**src/rtl/vga_timing_pkg.sv**
```systemverilog
// Shared constants and types for the 800x600 VGA raster path.
// Defaults describe VESA 800x600@72 Hz with positive sync polarity.
package vga_timing_pkg;

    localparam int COORD_W = 11;
    typedef logic [COORD_W-1:0] coord_t;

    localparam int DEF_CLK_DIV   = 2;

    localparam int DEF_H_VISIBLE = 800;
    localparam int DEF_H_FP      = 56;
    localparam int DEF_H_SYNC    = 120;
    localparam int DEF_H_BP      = 64;
    localparam int DEF_H_TOTAL   = DEF_H_VISIBLE + DEF_H_FP + DEF_H_SYNC + DEF_H_BP;

    localparam int DEF_V_VISIBLE = 600;
    localparam int DEF_V_FP      = 37;
    localparam int DEF_V_SYNC    = 6;
    localparam int DEF_V_BP      = 23;
    localparam int DEF_V_TOTAL   = DEF_V_VISIBLE + DEF_V_FP + DEF_V_SYNC + DEF_V_BP;

    localparam int DEF_HSYNC_START = DEF_H_VISIBLE + DEF_H_FP;
    localparam int DEF_HSYNC_END   = DEF_HSYNC_START + DEF_H_SYNC;
    localparam int DEF_VSYNC_START = DEF_V_VISIBLE + DEF_V_FP;
    localparam int DEF_VSYNC_END   = DEF_VSYNC_START + DEF_V_SYNC;

    localparam bit DEF_SYNC_POL = 1'b1;

    typedef struct packed {
        logic hblank;
        logic vblank;
        logic hsync;
        logic vsync;
    } raster_flags_t;

    // Half-open window test [lo, hi) on unsigned coordinates.
    function automatic logic in_window(input coord_t c, input coord_t lo, input coord_t hi);
        return (c >= lo) && (c < hi);
    endfunction

endpackage

```
**src/rtl/pixel_tick_div.sv**
```systemverilog
// Generic clock-enable divider: strobes 'advance' on every CLK_DIV-th clock edge.
// The strobe is high during the cycle whose closing edge is the advance edge.
module pixel_tick_div #(
    parameter int CLK_DIV = 2
) (
    input  logic CLK_100MHz,
    input  logic RESET,
    output logic advance
);

    localparam int                CNT_W    = (CLK_DIV > 1) ? $clog2(CLK_DIV) : 1;
    localparam logic [CNT_W-1:0]  CNT_LAST = CNT_W'(CLK_DIV - 1);

    logic [CNT_W-1:0] div_cnt;

    // With CLK_DIV=1 the counter is pinned at 0 and every edge advances.
    assign advance = (div_cnt == CNT_LAST);

    // NOTE: sequential state uses non-blocking assignments so every register
    // samples pre-edge values, independent of process ordering.
    always_ff @(posedge CLK_100MHz or posedge RESET) begin
        if (RESET) begin
            div_cnt <= '0;
        end else if (advance) begin
            div_cnt <= '0;
        end else begin
            div_cnt <= div_cnt + 1'b1;
        end
    end

endmodule

```
**src/rtl/vga_timing_gen.sv**
```systemverilog
// Raster timing generator: pixel/line counters, blank/sync decode and frame pulses.
// Flags are decoded from next-state coordinates so they register alongside them.
module vga_timing_gen
    import vga_timing_pkg::*;
#(
    parameter int CLK_DIV   = DEF_CLK_DIV,
    parameter int H_VISIBLE = DEF_H_VISIBLE,
    parameter int H_FP      = DEF_H_FP,
    parameter int H_SYNC    = DEF_H_SYNC,
    parameter int H_BP      = DEF_H_BP,
    parameter int V_VISIBLE = DEF_V_VISIBLE,
    parameter int V_FP      = DEF_V_FP,
    parameter int V_SYNC    = DEF_V_SYNC,
    parameter int V_BP      = DEF_V_BP,
    parameter bit SYNC_POL  = DEF_SYNC_POL
) (
    input  logic               CLK_100MHz,
    input  logic               RESET,
    output logic [COORD_W-1:0] CurrentX,
    output logic [COORD_W-1:0] CurrentY,
    output logic               HBlank,
    output logic               VBlank,
    output logic               HSYNC,
    output logic               VSYNC,
    output logic               PixelTick,
    output logic               FrameStart,
    output logic [7:0]         FrameCount
);

    localparam int H_TOTAL = H_VISIBLE + H_FP + H_SYNC + H_BP;
    localparam int V_TOTAL = V_VISIBLE + V_FP + V_SYNC + V_BP;

    localparam coord_t X_LAST   = coord_t'(H_TOTAL - 1);
    localparam coord_t Y_LAST   = coord_t'(V_TOTAL - 1);
    localparam coord_t X_VIS    = coord_t'(H_VISIBLE);
    localparam coord_t Y_VIS    = coord_t'(V_VISIBLE);
    localparam coord_t HS_START = coord_t'(H_VISIBLE + H_FP);
    localparam coord_t HS_END   = coord_t'(H_VISIBLE + H_FP + H_SYNC);
    localparam coord_t VS_START = coord_t'(V_VISIBLE + V_FP);
    localparam coord_t VS_END   = coord_t'(V_VISIBLE + V_FP + V_SYNC);

    localparam raster_flags_t FLAGS_RESET = '{
        hblank: 1'b0,
        vblank: 1'b0,
        hsync:  ~SYNC_POL,
        vsync:  ~SYNC_POL
    };

    logic          advance;
    coord_t        x_next;
    coord_t        y_next;
    logic          frame_wrap;
    raster_flags_t flags_next;
    raster_flags_t flags;

    pixel_tick_div #(
        .CLK_DIV (CLK_DIV)
    ) u_pixel_tick_div (
        .CLK_100MHz (CLK_100MHz),
        .RESET      (RESET),
        .advance    (advance)
    );

    // NOTE: every signal written here gets a default first, so no path
    // through the block leaves it unassigned and no latch is inferred.
    always_comb begin
        x_next     = CurrentX;
        y_next     = CurrentY;
        frame_wrap = 1'b0;
        if (advance) begin
            if (CurrentX == X_LAST) begin
                x_next = '0;
                if (CurrentY == Y_LAST) begin
                    y_next     = '0;
                    frame_wrap = 1'b1;
                end else begin
                    y_next = CurrentY + 1'b1;
                end
            end else begin
                x_next = CurrentX + 1'b1;
            end
        end
    end

    // y_next only moves on the X wrap, which keeps VSYNC line-aligned.
    always_comb begin
        flags_next        = FLAGS_RESET;
        flags_next.hblank = (x_next >= X_VIS);
        flags_next.vblank = (y_next >= Y_VIS);
        flags_next.hsync  = SYNC_POL ? in_window(x_next, HS_START, HS_END)
                                     : ~in_window(x_next, HS_START, HS_END);
        flags_next.vsync  = SYNC_POL ? in_window(y_next, VS_START, VS_END)
                                     : ~in_window(y_next, VS_START, VS_END);
    end

    always_ff @(posedge CLK_100MHz or posedge RESET) begin
        if (RESET) begin
            CurrentX   <= '0;
            CurrentY   <= '0;
            flags      <= FLAGS_RESET;
            PixelTick  <= 1'b0;
            FrameStart <= 1'b0;
            FrameCount <= '0;
        end else begin
            CurrentX   <= x_next;
            CurrentY   <= y_next;
            flags      <= flags_next;
            PixelTick  <= advance;
            FrameStart <= frame_wrap;
            if (frame_wrap) begin
                FrameCount <= FrameCount + 1'b1;
            end
        end
    end

    assign HBlank = flags.hblank;
    assign VBlank = flags.vblank;
    assign HSYNC  = flags.hsync;
    assign VSYNC  = flags.vsync;

endmodule

```
**config.mk**
```make
export PLATFORM = sky130hd
export DESIGN_NAME = vga_timing_gen
export DESIGN_NICKNAME = d
export VERILOG_FILES = /design/src/rtl/vga_timing_pkg.sv /design/src/rtl/pixel_tick_div.sv /design/src/rtl/vga_timing_gen.sv
export SDC_FILE = /design/constraint.sdc
export NUM_CORES = 1
export LEC_CHECK = 0
export ABC_AREA = 1
export BUFFER_PORTS_ARGS = -buffer_cell sky130_fd_sc_hd__buf_2
export CELL_PAD_IN_SITES_DETAIL_PLACEMENT = 0
export CELL_PAD_IN_SITES_GLOBAL_PLACEMENT = 1
export CORE_ASPECT_RATIO = 1.4
export CORE_MARGIN = 5
export CORE_UTILIZATION = 37
export DETAILED_ROUTE_END_ITERATION = 8
export PLACE_DENSITY = 0.85
export SYNTH_ARGS = -nofsm -noshare
export SYNTH_HDL_FRONTEND = slang
export SYNTH_SLANG_ARGS = --single-unit
```
**constraint.sdc**
```tcl
create_clock -name CLK_100MHz -period 1.6 [get_ports CLK_100MHz]
set_input_delay 0.24 -clock CLK_100MHz [delete_from_list [all_inputs] [get_ports CLK_100MHz]]
set_output_delay 0.24 -clock CLK_100MHz [all_outputs]
set_load 0.02 [all_outputs]
```
==> results_dict.tcl <==
set metrics [dict create \
    status "finished with violations" \
    violations "negative setup slack" \
    wl_per_cell_um 13.4 \
    diodes 0 \
    clock_latency_ps 290 \
    dp_hpwl_um 4540 \
    gp_congestion 0.820 \
    portBuffers 37 \
    cts.root.buffer_cell "clkbuf_8" \
    fill_cells 512 \
    cp-end-kind "register" \
    h-tree-depth 2 \
    cts_sinks 37 \
    yosys.area_share.xor_xnor_pct 6.45 \
    crit_required_ps 1830 \
    cts_hold_buf 0 \
    cp_max_fo 5 \
    path_class "reg2reg" \
    die_h_um 100 \
    start_util_pct 37.5 \
    synth-main-ff-cell "dfrtp_1" \
    p_int_mw 1.24 \
    grt_max_degree 38 \
    gr-max-usage-layer "met2" \
    hold_path.class "in2async" \
    nets 405 \
    drc 0 \
    grt_pass1_wl_um 10200 \
    met1_usage_pct 18.7 \
    p_seq_share_pct 58.3 \
    max-vdd-ir-drop_mv 0.342 \
    drt_iter0_drc 72 \
    drt_first_pass_iters 4 \
    synthSimpleGateAreaFrac_pct 35.6 \
    slew_headroom_pct 67.0 \
    power.switching_fraction_pct 22.7 \
    clk_pin_slew_ps 70 \
    synth_top_family_by_area "simple AND/OR/NAND/NOR gates" \
    pin_count 38 \
    crit_arrival_ps 1990 \
    yosysTopAreaCellShare_pct 43.0 \
    ys_ff_latch 37 \
    grt_overflow 0 \
    p_clk_share_pct 40.4 \
    yosys-top-cells-area "dfrtp_1, nand2_1, nor2_1" \
    drive_above_1_share_pct 58.0 \
    syn_to_final_growth_pct 63.1 \
    synth_top_area_cell "dfrtp_1" \
    cap_violations 0 \
    grtUsageMet3_pct 3.11 \
    fp.dieArea_um2 7460 \
    async_flop_share_pct 100 \
    synthAdderAreaFrac_pct 2.33 \
    synthMuxAreaShare_pct 0 \
    finalHoldViolCount 0 \
    postSynthCellCount 274 \
    track_usage_pct 17.4 \
    post_dp_cell_area_um2 2980 \
    p_sw_uw 364 \
    fin_worst_skew_ps 6.60 \
    synth.most_common_cell "nand2_1" \
    finalCriticalPeriod_ps 1770 \
    final_area_um2 3510 \
    drtAntennaViolNets 0 \
    critPathLaunchType "register" \
    p_comb_share_pct 1.4 \
    synth_edf_count 0 \
    yosysSeqAreaShare_pct 43.0 \
    use_met2_pct 32.4 \
    vias 2234 \
    synthesis.nets 280 \
    cts_buffers 5 \
    die_w_um 74.5 \
    antenna_found_initial 0 \
    syn_area_um2 2150 \
    totalWireLength_um 6290 \
    core_area_um2 5740 \
    fin_setup_tns_ps -403 \
    synth_cell_types 29 \
    synth_compound_area_share_pct 4.42 \
    tightestPinTransition_ps 494 \
    fin_ws_ps -166 \
    synth_common_cells "nand2_1, dfrtp_1, nor2_1" \
    rsz0062_at_grt "yes" \
    power_density_nw_per_um2 457 \
    vias_per_cell 4.75 \
    postSynthAreaPerCell_um2 7.85 \
    drv_slew 0 \
    setup_viol 5 \
    cts_tree "built" \
    fmax_mhz 566 \
    period_share_pct 110 \
    p_leak_nw 1.96 \
    grt_pass1_vias 2310 \
    yosysWarnings 0 \
    rows 33 \
    clock_path_buffers 2 \
]
-- path summary, 6_finish.rpt --
path	from	to	slack, ps	cells past startpoint
worst max-delay path	CurrentY[1]$_DFF_PP0_	VSYNC$_DFF_PP0_	-170	12
worst min-delay path	RESET	PixelTick$_DFF_PP0_	60	3
worst max register to register	CurrentY[1]$_DFF_PP0_	VSYNC$_DFF_PP0_	-170	12
worst min register to register	FrameCount[7]$_DFFE_PP0P_	FrameCount[7]$_DFFE_PP0P_	470	1
max in group asynchronous	RESET	CurrentY[1]$_DFF_PP0_	1160	3
min in group CLK_100MHz	FrameCount[7]$_DFFE_PP0P_	FrameCount[7]$_DFFE_PP0P_	470	1
-- sequential cells by signal, indices dropped and copies added (netlist names) --
name and count:
CurrentX 11, CurrentY 11, FrameCount 8, FrameStart 1
HBlank 1, HSYNC 1, PixelTick 1, VBlank 1
VSYNC 1, u_pixel_tick_div.advance 1
-- cell type report --
class | instances | area (um^2) | area share, %
multi-input cells | 192 | 1400 | 39.9
repair buffers | 119 | 831 | 23.7
clock buffers | 6 | 72.6 | 2.07
clock inverters | 2 | 10.0 | 0.285
flip-flops and latches | 37 | 937 | 26.7
inverters | 44 | 173 | 4.92
well taps | 70 | 87.6 | 2.49
-- placed cells by master (no fill, tap or decap), types with 3 or more instances in the layout --
| cell type | count |
|---|---|
| nand3_1 | 16 |
| nor2_4 | 12 |
| nand2_2 | 22 |
| nand2_1 | 44 |
| a21oi_1 | 3 |
| nand2_4 | 3 |
| nand4_1 | 6 |
| nand3_4 | 3 |
| o21ai_1 | 6 |
| inv_2 | 14 |
| a21oi_2 | 3 |
| buf_6 | 8 |
| inv_4 | 3 |
| buf_4 | 74 |
| nand3_2 | 9 |
| clkbuf_8 | 5 |
| inv_1 | 27 |
| xnor2_1 | 4 |
| nor2_1 | 19 |
| dfrtp_1 | 28 |
| xor2_1 | 8 |
| buf_2 | 37 |
| ha_4 | 3 |
| dfrtp_2 | 9 |
| nor2_2 | 12 |
-- layer usage --
metal  part of all wire [%]  vias to the layer above
met5                      0                        -
met4                    1.8                        0
met3                    4.1                        8
met2                     57                       48
met1                     37                     1068
li1                       -                     1110
-- per-stage QoR --
step                util, %  power [mW]  hold slack [ps]  instances  setup WS (ps)
floorplan                 -       0.967              394        274          -30.1
global route           61.2        1.66              107        470           -257
global placement       51.9       0.976              379        445           -142
finish                 61.2        1.60             61.1        470           -166
detailed placement     51.9       0.976              397        445           -185
CTS                    57.1        1.63             73.7        461           -118
-- power by group through the flow --
stage / Sequential (mW) / Combinational (mW) / Clock (mW)
6_report: 0.934 / 0.0218 / 0.647
2_1_floorplan: 0.953 / 0.0137 / 0
5_1_grt: 0.934 / 0.0265 / 0.698
3_3_place_gp: 0.953 / 0.0228 / 0
3_5_place_dp: 0.953 / 0.0234 / 0
4_1_cts: 0.934 / 0.0234 / 0.671
-- critical path: stages, from the launching register on --
cell	delay [ps]
dfrtp_2	450
inv_2	80
ha_4	150
inv_4	40
nor2_1	140
nand3_2	140
nand2_2	110
o21ai_2	80
nand2_1	120
nand3_1	70
o21bai_1	150
nand2_1	70
nor2_1	90
-- timing repair --
item                                    CTS  global route
endpoints found under the setup margin    9            14
resized for setup                        36            51
pin swaps                                22            44
setup buffers                             8            11
hold endpoints to repair                  0             0
-- cells by family after synthesis --
family,Yosys count
AOI/OAI and AO/OA,17
xor gates and xnor gates,15
adders and majority gates,4
buffers and inverters,45
DFF,37
and+or+nand+nor,156
Power figures use the tool's default switching activity.
